[config.mk]
export PLATFORM = sky130hd
export DESIGN_NAME = ctc_multi
export DESIGN_NICKNAME = d
export VERILOG_FILES = /design/src/rtl/ctc_pkg.sv /design/src/rtl/ctc_chan.sv /design/src/rtl/ctc_multi.sv
export SDC_FILE = /design/constraint.sdc
export NUM_CORES = 1
export LEC_CHECK = 0
export CORE_UTILIZATION = 62
export CTS_CLUSTER_DIAMETER = 50
export CTS_CLUSTER_SIZE = 20
export DETAILED_ROUTE_END_ITERATION = 8
export GPL_ROUTABILITY_DRIVEN = 0
export GPL_TIMING_DRIVEN = 0
export HOLD_SLACK_MARGIN = 0.15
export PLACE_DENSITY = 0.81
export RECOVER_POWER = 50
export SYNTH_ARGS = -nofsm -noshare
export SYNTH_HDL_FRONTEND = slang
export SYNTH_SLANG_ARGS = --single-unit
[constraint.sdc]
create_clock -name clk -period 5.24 [get_ports clk]
set_input_delay 0.786 -clock clk [delete_from_list [all_inputs] [get_ports clk]]
set_output_delay 0.786 -clock clk [all_outputs]
set_load 0.02 [all_outputs]
[src/rtl/ctc_pkg.sv]
// Shared definitions for the multi-channel counter/timer block.
//   CCW_* : bit positions inside a channel control word
//   chan_state_e : per-channel sequencing state
package ctc_pkg;

    localparam int unsigned CCW_VEC = 0;  // 1 = control word, 0 = vector
    localparam int unsigned CCW_RST = 1;  // software reset
    localparam int unsigned CCW_TC  = 2;  // time constant follows
    localparam int unsigned CCW_EXT = 3;  // external start (timer mode)
    localparam int unsigned CCW_RE  = 4;  // 1 = rising edge, 0 = falling edge
    localparam int unsigned CCW_PS  = 5;  // 1 = prescale PS_HI, 0 = PS_LO
    localparam int unsigned CCW_CNT = 6;  // 1 = counter mode, 0 = timer mode
    localparam int unsigned CCW_IE  = 7;  // interrupt enable

    typedef enum logic [1:0] {
        StIdle,
        StWaitTc,
        StWaitTrig,
        StRun
    } chan_state_e;

endpackage

[src/rtl/ctc_chan.sv]
// One counter/timer channel: control word, time constant, prescaler, down counter,
// trigger edge detect, interrupt pending and in-service flags.
//   clk, reset          : clock, synchronous active-high reset
//   ccw_wr, tc_wr       : decoded write strobes for this channel (never both at once)
//   isr_clr             : in-service clear strobe
//   iack                : this channel won the interrupt acknowledge
//   wdata               : bus write data
//   clk_trg             : external trigger/count input (synchronous)
//   cnt                 : current down-counter value
//   tc_follow           : next write to this channel is a time constant
//   pending, in_service : interrupt status
//   zc_to               : one-cycle zero-count pulse
module ctc_chan
    import ctc_pkg::*;
#(
    parameter int unsigned DWID  = 8,
    parameter int unsigned PS_LO = 16,
    parameter int unsigned PS_HI = 256
) (
    input  logic            clk,
    input  logic            reset,
    input  logic            ccw_wr,
    input  logic            tc_wr,
    input  logic            isr_clr,
    input  logic            iack,
    input  logic [DWID-1:0] wdata,
    input  logic            clk_trg,
    output logic [DWID-1:0] cnt,
    output logic            tc_follow,
    output logic            pending,
    output logic            in_service,
    output logic            zc_to
);

    localparam int unsigned    PSW       = $clog2(PS_HI);
    localparam logic [PSW-1:0] PS_LO_MAX = PSW'(PS_LO - 1);
    localparam logic [PSW-1:0] PS_HI_MAX = PSW'(PS_HI - 1);

    chan_state_e     state;
    // Bits 0..2 only act at write time (select, reset, TC follows), so only 7..3 are kept.
    logic [7:3]      ccw;
    logic [7:1]      ccw_new;
    logic [DWID-1:0] tc;
    logic [PSW-1:0]  ps_cnt;
    logic            trg_q;
    logic            soft_rst, hw_edge, sw_edge, edge_ev, ps_tick, dec;

    assign ccw_new  = 7'(wdata >> 1);
    assign soft_rst = ccw_wr & ccw_new[CCW_RST];
    assign hw_edge  = ccw[CCW_RE] ? (clk_trg & ~trg_q) : (~clk_trg & trg_q);
    // Flipping the edge-select bit outside software reset acts as one trigger edge.
    assign sw_edge  = ccw_wr & ~ccw_new[CCW_RST] & (ccw_new[CCW_RE] ^ ccw[CCW_RE]);
    assign edge_ev  = hw_edge | sw_edge;
    // >= rather than == so a prescale change mid-period cannot overshoot the wrap.
    assign ps_tick  = (ps_cnt >= (ccw[CCW_PS] ? PS_HI_MAX : PS_LO_MAX));

    always_comb begin
        dec = 1'b0;
        if (!soft_rst) begin
            if (state == StRun) begin
                dec = ccw[CCW_CNT] ? edge_ev : ps_tick;
            end else if (state == StWaitTrig) begin
                // In counter mode the starting edge is itself counted.
                dec = ccw[CCW_CNT] & edge_ev & ~tc_wr;
            end
        end
    end

    always_ff @(posedge clk) begin
        if (reset) begin
            state      <= StIdle;
            ccw        <= '0;
            tc         <= '0;
            cnt        <= '0;
            ps_cnt     <= '0;
            trg_q      <= 1'b0;
            tc_follow  <= 1'b0;
            pending    <= 1'b0;
            in_service <= 1'b0;
            zc_to      <= 1'b0;
        end else begin
            trg_q <= clk_trg;
            zc_to <= 1'b0;

            if (iack) begin
                pending    <= 1'b0;
                in_service <= 1'b1;
            end
            if (isr_clr) begin
                in_service <= 1'b0;
            end

            case (state)
                StIdle, StWaitTc: begin
                    if (tc_wr) begin
                        state <= (ccw[CCW_CNT] || ccw[CCW_EXT]) ? StWaitTrig : StRun;
                    end
                end
                StWaitTrig: begin
                    if (!tc_wr && edge_ev) begin
                        state <= StRun;
                    end
                end
                StRun: ;
                default: state <= StIdle;
            endcase

            // Prescaler restarts from zero whenever the channel enters RUN.
            if (state != StRun || ps_tick) begin
                ps_cnt <= '0;
            end else begin
                ps_cnt <= ps_cnt + 1'b1;
            end

            if (tc_wr) begin
                tc        <= wdata;
                tc_follow <= 1'b0;
                // While running, a new TC waits for the next reload.
                if (state != StRun) begin
                    cnt <= wdata;
                end
            end

            // Zero-count is applied after iack so a simultaneous one re-arms pending.
            if (dec) begin
                if (cnt == DWID'(1)) begin
                    cnt   <= tc;
                    zc_to <= 1'b1;
                    if (ccw[CCW_IE]) begin
                        pending <= 1'b1;
                    end
                end else begin
                    cnt <= cnt - 1'b1;
                end
            end

            if (ccw_wr) begin
                ccw       <= ccw_new[7:3];
                tc_follow <= ccw_new[CCW_TC];
                if (ccw_new[CCW_RST]) begin
                    state      <= ccw_new[CCW_TC] ? StWaitTc : StIdle;
                    pending    <= 1'b0;
                    in_service <= 1'b0;
                end
            end
        end
    end

endmodule

[src/rtl/ctc_multi.sv]
// Multi-channel counter/timer on the Z80 I/O bus with a daisy-chained interrupt.
//   clk, reset       : clock, synchronous active-high reset
//   wr_stb, rd_stb   : one-cycle bus strobes; addr selects the channel, din is write data
//   dout, dout_vld   : counter readback or interrupt vector, valid for one cycle
//   intack           : interrupt acknowledge; iei/ieo daisy chain; int_n request
//   clk_trg          : per-channel trigger/count inputs
//   zc_to            : per-channel zero-count pulses
module ctc_multi
    import ctc_pkg::*;
#(
    parameter int unsigned DWID  = 8,
    parameter int unsigned NCH   = 4,
    parameter int unsigned CHW   = (NCH > 1) ? $clog2(NCH) : 1,
    parameter int unsigned PS_LO = 16,
    parameter int unsigned PS_HI = 256
) (
    input  logic            clk,
    input  logic            reset,
    input  logic            wr_stb,
    input  logic            rd_stb,
    input  logic [CHW-1:0]  addr,
    input  logic [DWID-1:0] din,
    output logic [DWID-1:0] dout,
    output logic            dout_vld,
    input  logic            intack,
    input  logic            iei,
    output logic            ieo,
    output logic            int_n,
    input  logic [NCH-1:0]  clk_trg,
    output logic [NCH-1:0]  zc_to
);

    logic [DWID-1:0]     cnt [NCH];
    logic [NCH-1:0]      tc_follow, pending, in_service;
    logic [NCH-1:0]      ccw_wr, tc_wr, isr_clr, chan_iack;
    logic [DWID-CHW-2:0] vec_base;
    logic                vec_wr, any_act, ack_hit, ack_go;
    logic [CHW-1:0]      ack_idx;

    // A control word with every mode bit clear is the in-service clear strobe;
    // it leaves the channel's configuration untouched.
    always_comb begin
        ccw_wr  = '0;
        tc_wr   = '0;
        isr_clr = '0;
        for (int i = 0; i < NCH; i++) begin
            if (wr_stb && addr == CHW'(i)) begin
                if (tc_follow[i]) begin
                    tc_wr[i] = 1'b1;
                end else if (din[CCW_VEC]) begin
                    if (din[DWID-1:1] == '0) begin
                        isr_clr[i] = 1'b1;
                    end else begin
                        ccw_wr[i] = 1'b1;
                    end
                end
            end
        end
    end

    assign vec_wr = wr_stb & (addr == '0) & ~tc_follow[0] & ~din[CCW_VEC];

    // Lowest index wins.
    always_comb begin
        ack_hit = 1'b0;
        ack_idx = '0;
        for (int i = 0; i < NCH; i++) begin
            if (pending[i] && !ack_hit) begin
                ack_hit = 1'b1;
                ack_idx = CHW'(i);
            end
        end
    end

    assign ack_go = intack & iei & ack_hit;

    always_comb begin
        chan_iack = '0;
        chan_iack[ack_idx] = ack_go;
    end

    assign any_act = (|pending) | (|in_service);
    assign int_n   = ~(iei & any_act);
    assign ieo     = iei & ~any_act;

    always_ff @(posedge clk) begin
        if (reset) begin
            dout     <= '0;
            dout_vld <= 1'b0;
            vec_base <= '0;
        end else begin
            dout_vld <= 1'b0;
            if (vec_wr) begin
                vec_base <= din[DWID-1:CHW+1];
            end
            if (ack_go) begin
                dout     <= {vec_base, ack_idx, 1'b0};
                dout_vld <= 1'b1;
            end else if (rd_stb) begin
                dout     <= cnt[addr];
                dout_vld <= 1'b1;
            end
        end
    end

    for (genvar g = 0; g < NCH; g++) begin : g_chan
        ctc_chan #(
            .DWID  (DWID),
            .PS_LO (PS_LO),
            .PS_HI (PS_HI)
        ) u_chan (
            .clk        (clk),
            .reset      (reset),
            .ccw_wr     (ccw_wr[g]),
            .tc_wr      (tc_wr[g]),
            .isr_clr    (isr_clr[g]),
            .iack       (chan_iack[g]),
            .wdata      (din),
            .clk_trg    (clk_trg[g]),
            .cnt        (cnt[g]),
            .tc_follow  (tc_follow[g]),
            .pending    (pending[g]),
            .in_service (in_service[g]),
            .zc_to      (zc_to[g])
        );
    end

endmodule

==> results of run 1 <==
==> synth_stat cells, drive strengths merged (9+ instances only) <==
master	instances	area (sq um)
dfxtp	158	3160
a22oi	11	82.6
xor2	23	201
ha	28	350
a21oi	111	559
mux2i	12	120
and2	9	57.6
nand2	177	664
nand3b	9	67.6
a211oi	32	240
nor3b	10	75.1
clkbuf	35	131
nand2b	9	56.3
o21ai	31	159
xnor2	21	184
nand3	34	170
nor2	105	394
inv	25	93.8
nor3	24	125
buf	19	128
nor2b	12	75.1
==> routing by layer <==
layer,GRT usage,vias to the layer above,wire length [um]
li1,-,3593,-
met1,0.465,3525,9470
met2,0.558,397,10300
met3,0.0900,74,2400
met4,0.173,0,809
met5,0,-,0
==> layout make-up <==
type | instances | area share
inverter | 25 | 0.0102
tap | 172 | 0.0234
timing repair buffer | 28 | 0.0305
sequential | 158 | 0.344
buffer | 55 | 0.0281
multi-input combinational | 761 | 0.493
clock inverter | 14 | 0.0235
clock buffer | 18 | 0.0477
==> power breakdown <==
part	switching (W)	internal [W]	leakage, nW
logic	0.0000966	0.0000427	1.81
registers	0.00000787	0.00121	1.27
clock network	0.000515	0.000857	0.308
==> kinds of logic (layout without fill, tap and decap cells) <==
group                    Yosys count  count (layout)
AO/OA/AOI/OAI                    237             237
XOR/XNOR                          44              44
adder cells (fa/ha/maj)           28              28
buffers and inverters             80             140
flip-flops                       158             158
multiplexers                      25              25
AND/OR/NAND/NOR                  427             427
==> worst paths after layout <==
| kind | from | to | slack [ns] | cells past startpoint |
|---|---|---|---|---|
| worst min-delay path | g_chan[1].u_chan.ps_cnt[0]$_SDFF_PP0_ | g_chan[1].u_chan.ps_cnt[0]$_SDFF_PP0_ | 0.44 | 1 |
| worst min register to register | g_chan[1].u_chan.ps_cnt[0]$_SDFF_PP0_ | g_chan[1].u_chan.ps_cnt[0]$_SDFF_PP0_ | 0.44 | 1 |
| worst max-delay path | addr[1] | g_chan[2].u_chan.cnt[5]$_SDFFE_PP0P_ | 1.91 | 7 |
| worst max register to register | g_chan[1].u_chan.ccw[5]$_SDFFE_PP0N_ | g_chan[1].u_chan.pending$_SDFF_PP0_ | 2.86 | 9 |
==> critical path, stage by stage <==
cell,delay (ns)
dlygate4sd3_1,0.73
clkbuf_1,0.55
nand4b_1,0.28
a21oi_1,0.50
clkbuf_1,0.41
a211oi_1,0.14
a311oi_1,0.28
==> sequential cells by signal, summed over array words and instances, names as in the netlist <==
signal                    flops
dout                          8
dout_vld                      1
g_chan.u_chan.ccw            20
g_chan.u_chan.cnt            32
g_chan.u_chan.in_service      4
g_chan.u_chan.pending         4
g_chan.u_chan.ps_cnt         32
g_chan.u_chan.state           8
g_chan.u_chan.tc             32
g_chan.u_chan.tc_follow       4
g_chan.u_chan.trg_q           4
g_chan.u_chan.zc_to           4
vec_base                      5
==> per-stage QoR <==
stage / utilization / setup slack (ns) / cell area [sq um] / total power, W / std cells
after global placement: 0.676 / 1.77 / 8560 / 0.00138 / 1199
after floorplan: - / 2.84 / 8070 / 0.00132 / 999
after CTS: 0.727 / 2.12 / 9220 / 0.00272 / 1231
after detailed placement: 0.676 / 1.77 / 8560 / 0.00138 / 1199
final: 0.726 / 1.91 / 9200 / 0.00273 / 1231
after global routing: 0.726 / 1.70 / 9200 / 0.00279 / 1231
==> results.tsv, run 1 <==
stage	metric	value	unit
clock_tree	number of buffers created by CTS	17	
layout	commonest non-fill, non-tap cells in the layout	177 x nand2_1, 158 x dfxtp_1, 110 x a21oi_1	
route	Routed Antenna Nets	0	
power_and_ir_drop	worst vdd ir	340	uV
layout	share of layout cells above drive strength 1	0.0689	
placement	port bufs	28	
global_route	largest net degree at the start of global routing	17	
synthesis	number of enable flip-flop cells after synthesis	0	
timing	TNS Setup	0	ns
global_route	GRT Total Usage	0.358	
layout	fill count	1003	
worst_setup_path	Worst setup SP type	primary input	
synthesis	Post-synth top flop	dfxtp_1	
route	final wirelength	23000	um
power_and_ir_drop	PwrDens	297	nW/um^2
worst_setup_path	CP Class	primary input to register	
floorplanning	Initial Utilization	0.637	
worst_setup_path	CP required	5.58	ns
run_status	status	finished, final reports clean	
timing	Max-slew headroom	0.335	
floorplanning	num rows	41	
worst_setup_path	CP arrival	3.67	ns
timing	Period minus WS final	3.33	ns
global_route	GRT overflow	0	
clock_tree	H-tree Lvls	4	
route	vias post-DR	7589	
layout	area of the multi-input gates	4530	sq um
synthesis	Async SR Flop Fraction	0	
timing	# setup viols final	0	
placement	dpl hpwl	15600	um
clock_tree	# Post-CTS Setup Buffers	0	
route	DRC	0	
layout	most common cell after layout, fill and taps aside	nand2_1	
hold_path	HP Class	register to register	
layout	FF/Latch Area	3160	sq um
clock_tree	clk slew on worst S/H paths	0.06	ns
floorplanning	DIE WIDTH	116	um
worst_setup_path	worst-path fanout max	10	
clock_tree	PostCTS Resize Cnt	0	
timing	Fmax	301	MHz
layout	Area Overhead vs Synth	14.1	%
synthesis	synthesized cell area	8070	sq um
timing	worst-margin pin slew	0.990	ns
clock_tree	clock latency on the worst-skew pair	0.44	ns
timing	Final Cycle Share	0.635	
layout	final net count	1094	
floorplanning	I/O pin count	35	
timing	Hold Slack	0.440	ns
synthesis	largest family of logic cells by synthesized area	simple AND/OR/NAND/NOR gates	
route	first-pass detailed-route iteration total	8	
synthesis	complex-gate fraction of the synthesized area	0.183	
global_route	antenna violations before repair	0	
route	DR iter-0 viols	1283	
synthesis	syn nets	1047	
floorplanning	core area	12700	sq um
power_and_ir_drop	leakage	3.39	nW
synthesis	syn avg cell area	8.07	sq um
timing	Setup Skew	0.0110	ns
timing	Pins Over Slew Limit	0	
clock_tree	# clock sinks	158	
timing	Final Hold Fails	0	
synthesis	Yosys Warn Count	0	
global_route	first-pass GRT wire length	36000	um
synthesis	flops & latches, synth	158	
clock_tree	Max Buffers Root-to-Sink	2	
timing	RSZ-0062 raised after global routing	false	
run	Max Cap Viol	0	
synthesis	XOR/XNOR Fraction of Synth Area	0.0478	
synthesis	register area share after synthesis	0.392	
global_route	number of global-route vias before repair	6912	
layout	n_diodes	0	
clock_tree	CTS Hold Buffers Added	0	
synthesis	Distinct cells, synth	73	
clock_tree	Clock Tree Root	clkbuf_16	
route	routed length per instance	18.7	um
worst_setup_path	CP Capture Type	register	
synthesis	multiplexer share of the synthesized area	0.0447	
synthesis	Post-Synth Simple-Gate Area	0.244	
floorplanning	Die H	116	um
floorplanning	full die area	13500	sq um
synthesis	adder-cell area share of the yosys netlist	0.0434	
route	via density per instance	6.16	
clock_tree	CTS tree	yes	
synthesis	Mapped Cells	999	
(Power assumes the default switching activity.)
==> run 2, diff against run 1 <==
Settings changed: CORE_UTILIZATION 62 to 55, PLACE_DENSITY 0.81 to 0.76.
Clock period 5.24 ns to 3 ns, I/O delays scaled along.
==> results.tsv, run 2 (synthesis gave the netlist of run 1 again) <==
stage	metric	value	unit	change
clock_tree	CTS tree	yes		unchanged
global_route	antenna violations before repair	0		unchanged
worst_setup_path	CP arrival	3.21	ns	was 3.67 ns
floorplanning	I/O pin count	35		unchanged
route	routed length per instance	18.8	um	was 18.7 um
worst_setup_path	CP cell instances	clkdlybuf4s50_1 -> clkbuf_1 -> a21bo_1 -> nor3_1 -> a21oi_1 -> nor3b_1		was dlygate4sd3_1 -> clkbuf_1 -> nand4b_1 -> a21oi_1 -> clkbuf_1 -> a211oi_1 -> a311oi_1
worst_setup_path	CP Capture Type	register		unchanged
route	first-pass detailed-route iteration total	5		was 8
placement	port bufs	28		unchanged
timing	TNS Setup	0	ns	unchanged
clock_tree	clock latency on the worst-skew pair	0.43	ns	was 0.44 ns
layout	Area Overhead vs Synth	14.3	%	was 14.1%
global_route	number of global-route vias before repair	7061		was 6912
floorplanning	Die H	123	um	was 116 um
clock_tree	clk slew on worst S/H paths	0.06	ns	about the same
timing	Setup Skew	0.00691	ns	was 0.0110 ns
timing	Pins Over Slew Limit	0		unchanged
hold_path	HP Class	primary input to register		was register to register
timing	Final WS setup	0.110	ns	was 1.91 ns
layout	top flop regs	g_chan.u_chan.cnt: 32 flops, g_chan.u_chan.ps_cnt: 32 flops, g_chan.u_chan.tc: 32 flops		unchanged
route	via density per instance	6.18		was 6.16
timing	Max-slew headroom	0.262		was 0.335
worst_setup_path	critical path's largest stage delay	0.89	ns	was 0.73 ns
route	vias post-DR	7653		was 7589
layout	n_diodes	0		unchanged
timing	# setup viols final	0		unchanged
worst_setup_path	Slowest-stage cell, CP	nor3_1		was dlygate4sd3_1
placement	dpl hpwl	15900	um	was 15600 um
timing	RSZ-0062 raised after global routing	false		unchanged
worst_setup_path	CP Class	primary input to register		unchanged
route	DRC	0		unchanged
clock_tree	H-tree Lvls	4		unchanged
power_and_ir_drop	PwrDens	518	nW/um^2	was 297 nW/um^2
global_route	GRT overflow	0		unchanged
floorplanning	Initial Utilization	0.572		was 0.637
clock_tree	CTS Hold Buffers Added	0		unchanged
worst_setup_path	worst-path fanout max	10		unchanged
timing	Fmax	346	MHz	
timing	Hold Slack	0.420	ns	was 0.440 ns
floorplanning	full die area	15200	sq um	was 13500 sq um
global_route	GRT Total Usage	0.321		was 0.358
route	final wirelength	23300	um	was 23000 um
clock_tree	# clock sinks	158		unchanged
layout	share of layout cells above drive strength 1	0.0699		was 0.0689
run	Max Cap Viol	0		unchanged
clock_tree	number of buffers created by CTS	17		unchanged
timing	Final Hold Fails	0		unchanged
worst_setup_path	CP required	3.32	ns	was 5.58 ns
floorplanning	num rows	43		was 41
timing	Final Cycle Share	0.963		
clock_tree	Clock Tree Root	clkbuf_16		unchanged
timing	Period minus WS final	2.89	ns	
placement	dpl ws	-0.197	ns	was 1.77 ns
global_route	first-pass GRT wire length	36400	um	was 36000 um
run_status	status	finished, final reports clean		unchanged
worst_setup_path	Worst setup SP type	primary input		unchanged
layout	final net count	1094		unchanged
clock_tree	Max Buffers Root-to-Sink	2		unchanged
global_route	largest net degree at the start of global routing	17		unchanged
layout	most common cell after layout, fill and taps aside	nand2_1		unchanged
floorplanning	core area	14100	sq um	was 12700 sq um
route	DR iter-0 viols	865		was 1283
route	Routed Antenna Nets	0		unchanged
timing	worst-margin pin slew	1.10	ns	was 0.990 ns
power_and_ir_drop	leakage	3.39	nW	about the same
power_and_ir_drop	worst vdd ir	454	uV	was 340 uV
layout	commonest non-fill, non-tap cells in the layout	177 x nand2_1, 158 x dfxtp_1, 110 x a21oi_1		unchanged
floorplanning	DIE WIDTH	123	um	was 116 um
power_and_ir_drop	Power Total	0.00477	W	was 0.00273 W
run 2: routing by layer:
metal  global-route usage  share of wire  up-vias
li1                     -              -     3599
met4                0.114          0.030        0
met1                0.422           0.41     3590
met2                0.516           0.46      397
met3               0.0724           0.11       67
met5                    0              0        -
run 2: where the power goes:
part | total (W) | leakage (nW) | switching [W] | internal, W
sequential | 0.00213 | 1.27 | 0.0000136 | 0.00211
clock | 0.00240 | 0.309 | 0.000884 | 0.00152
combinational | 0.000244 | 1.81 | 0.000169 | 0.0000748
total | 0.00477 | 3.39 | 0.00107 | 0.00370
run 2: timing repair:
item / CTS / global route
gates resized for setup: 0 / 1
endpoints found under the setup margin: 0 / 1
setup buffers: 0 / 0
run 2: per-stage QoR:
step	instances	cell area [sq um]	util
after floorplan	999	8070	-
after global placement	1207	8570	0.608
after detailed placement	1207	8570	0.608
after CTS	1239	9220	0.654
after global routing	1239	9220	0.654
final	1239	9220	0.654
run 2: worst max-delay path, delay by kind of cell:
family	cells	cell delay, ns
AND/OR/NAND/NOR	2	1.11
buffers and inverters	2	0.99
AO/OA/AOI/OAI	2	0.66
run 2: final cells by class:
| class | count | area [sq um] |
|---|---|---|
| flip-flops and latches | 158 | 3160 |
| inverters | 25 | 93.8 |
| plain buffers | 55 | 260 |
| clock inverters | 11 | 188 |
| well taps | 180 | 225 |
| fillers | 1188 | 4880 |
| clock buffers | 21 | 460 |
| multi-input cells | 761 | 4550 |
| repair buffers | 28 | 280 |
run 2: worst paths after layout:
check,start,endpoint,slack (ns),depth (start not counted)
setup / recovery,din[0],g_chan[1].u_chan.in_service$_SDFF_PP0_,0.11,6
hold / removal,din[1],g_chan[0].u_chan.state[0]$_SDFF_PP0_,0.42,3
setup reg to reg,g_chan[1].u_chan.ccw[5]$_SDFFE_PP0N_,g_chan[1].u_chan.pending$_SDFF_PP0_,0.55,9
hold reg to reg,g_chan[1].u_chan.ps_cnt[0]$_SDFF_PP0_,g_chan[1].u_chan.ps_cnt[0]$_SDFF_PP0_,0.43,1
==> run 3, diff against run 2 <==
Settings changed: CELL_PAD_IN_SITES_DETAIL_PLACEMENT set to 0, CELL_PAD_IN_SITES_GLOBAL_PLACEMENT set to 1, CORE_UTILIZATION 55 to 42, PLACE_DENSITY 0.76 to 0.78.
==> results.tsv, run 3 (synthesis gave the netlist of run 1 again) <==
stage	metric	value	unit	change
layout	Final Util	0.494		was 0.654
timing	Fmax	348	MHz	was 346 MHz
floorplanning	Die H	141	um	was 123 um
timing	worst-margin pin slew	0.968	ns	was 1.10 ns
worst_setup_path	CP arrival	3.24	ns	was 3.21 ns
layout	most common cell after layout, fill and taps aside	nand2_1		unchanged
placement	Cells after DPL	1261		was 1207
floorplanning	num rows	50		was 43
clock_tree	CTS tree	yes		unchanged
timing	Period minus WS final	2.88	ns	was 2.89 ns
floorplanning	core area	18800	sq um	was 14100 sq um
global_route	GRT Total Usage	0.259		was 0.321
power_and_ir_drop	Power Total	0.00475	W	was 0.00477 W
clock_tree	clock latency on the worst-skew pair	0.44	ns	was 0.43 ns
timing	# setup viols final	0		unchanged
floorplanning	Initial Utilization	0.430		was 0.572
clock_tree	Clock Tree Root	clkbuf_16		unchanged
timing	Final Cycle Share	0.959		was 0.963
timing	Setup Skew	0.00788	ns	was 0.00691 ns
timing	Final WS setup	0.122	ns	was 0.110 ns
timing	TNS Setup	0	ns	unchanged
placement	port bufs	28		unchanged
clock_tree	Max Buffers Root-to-Sink	2		unchanged
layout	Non-Filler Instances	1293		was 1239
layout	top flop regs	g_chan.u_chan.cnt: 32 flops, g_chan.u_chan.ps_cnt: 32 flops, g_chan.u_chan.tc: 32 flops		unchanged
route	vias post-DR	7233		was 7653
timing	Max-slew headroom	0.350		was 0.262
floorplanning	DIE WIDTH	141	um	was 123 um
clock_tree	CTS Hold Buffers Added	0		unchanged
clock_tree	# Post-CTS Setup Buffers	0		unchanged
layout	commonest non-fill, non-tap cells in the layout	177 x nand2_1, 158 x dfxtp_1, 110 x a21oi_1		unchanged
layout	n_diodes	0		unchanged
global_route	largest net degree at the start of global routing	17		unchanged
route	DRC	0		unchanged
global_route	first-pass GRT wire length	38700	um	was 36400 um
worst_setup_path	CP Capture Type	register		unchanged
route	DR iter-0 viols	579		was 865
clock_tree	# clock sinks	158		unchanged
route	routed length per instance	18.9	um	was 18.8 um
run	Max Cap Viol	0		unchanged
route	first-pass detailed-route iteration total	5		unchanged
route	Routed Antenna Nets	0		unchanged
power_and_ir_drop	leakage	3.40	nW	was 3.39 nW
global_route	GRT overflow	0		unchanged
timing	RSZ-0062 raised after global routing	false		unchanged
floorplanning	I/O pin count	35		unchanged
global_route	antenna violations before repair	0		unchanged
clock_tree	H-tree Lvls	4		unchanged
power_and_ir_drop	worst vdd ir	348	uV	was 454 uV
route	via density per instance	5.59		was 6.18
layout	Area Overhead vs Synth	14.9	%	was 14.3%
clock_tree	number of buffers created by CTS	17		unchanged
clock_tree	clk slew on worst S/H paths	0.06	ns	about the same
worst_setup_path	Worst setup SP type	primary input		unchanged
power_and_ir_drop	PwrDens	513	nW/um^2	was 518 nW/um^2
route	final wirelength	24400	um	was 23300 um
run_status	status	finished, final reports clean		unchanged
worst_setup_path	CP required	3.36	ns	was 3.32 ns
layout	share of layout cells above drive strength 1	0.0708		was 0.0699
worst_setup_path	CP Class	primary input to register		unchanged
floorplanning	full die area	19800	sq um	was 15200 sq um
timing	Pins Over Slew Limit	0		unchanged
clock_tree	PostCTS Resize Cnt	0		unchanged
worst_setup_path	worst-path fanout max	10		unchanged
placement	dpl ws	-0.255	ns	was -0.197 ns
layout	final net count	1094		unchanged
hold_path	HP Class	primary input to register		unchanged
global_route	number of global-route vias before repair	6787		was 7061
timing	Final Hold Fails	0		unchanged
placement	dpl hpwl	17000	um	was 15900 um
==> run 3: cell types whose count changed in the layout (fill, tap and decap cells not counted) <==
| cell | previous run | this run |
|---|---|---|
| and2_0 | 1 | 2 |
| bufinv_16 | 5 | 4 |
| clkinvlp_4 | 3 | 1 |
| clkinv_4 | 0 | 4 |
| and2_1 | 7 | 6 |
| inv_6 | 0 | 1 |
| nor4_1 | 6 | 7 |
| nor4_2 | 2 | 1 |
| clkbuf_1 | 38 | 36 |
==> run 3: where the power goes <==
part	switching [W]	internal (W)	total [W]	leakage, nW
registers	0.0000132	0.00211	0.00213	1.27
logic	0.000171	0.0000748	0.000246	1.81
clock network	0.000942	0.00144	0.00238	0.313
total	0.00113	0.00363	0.00475	3.40
==> run 3: metal layers <==
| metal | global-route usage | routed length, um |
|---|---|---|
| met4 | 0.0864 | 489 |
| met2 | 0.417 | 11200 |
| met5 | 0 | 0 |
| met1 | 0.357 | 11400 |
| met3 | 0.0374 | 1280 |
==> run 3: worst max-delay path, stage by stage <==
cell and delay [ns]:
clkdlybuf4s50_1 0.69, nor3_1 0.19, a21oi_1 0.45, nand4_1 0.17, a31oi_2 0.58, buf_2 0.37, nand3_1 0.15, a21boi_0 0.18
==> run 3: final timing paths <==
path | cells past startpoint | slack (ns) | start | endpoint
max | 8 | 0.12 | din[3] | g_chan[1].u_chan.pending$_SDFF_PP0_
min | 3 | 0.42 | din[1] | g_chan[0].u_chan.state[0]$_SDFF_PP0_
min reg2reg | 1 | 0.45 | g_chan[1].u_chan.ps_cnt[0]$_SDFF_PP0_ | g_chan[1].u_chan.ps_cnt[0]$_SDFF_PP0_
max reg2reg | 9 | 0.49 | g_chan[1].u_chan.ccw[5]$_SDFFE_PP0N_ | g_chan[1].u_chan.pending$_SDFF_PP0_
==> run 3: layout make-up <==
cell class	instances	area, sq um
buffer	55	260
clock buffer	19	453
clock inverter	13	186
fill	1860	9500
inverter	25	93.8
multi-input combinational	761	4540
sequential	158	3160
tap	234	293
timing repair buffer	28	280
==> run 3: metrics by stage <==
stage	cell area, sq um	hold WS, ns
floorplan	8070	0.413
global placement	8640	0.424
detailed placement	8640	0.435
CTS	9280	0.399
global route	9270	0.434
finish	9270	0.415
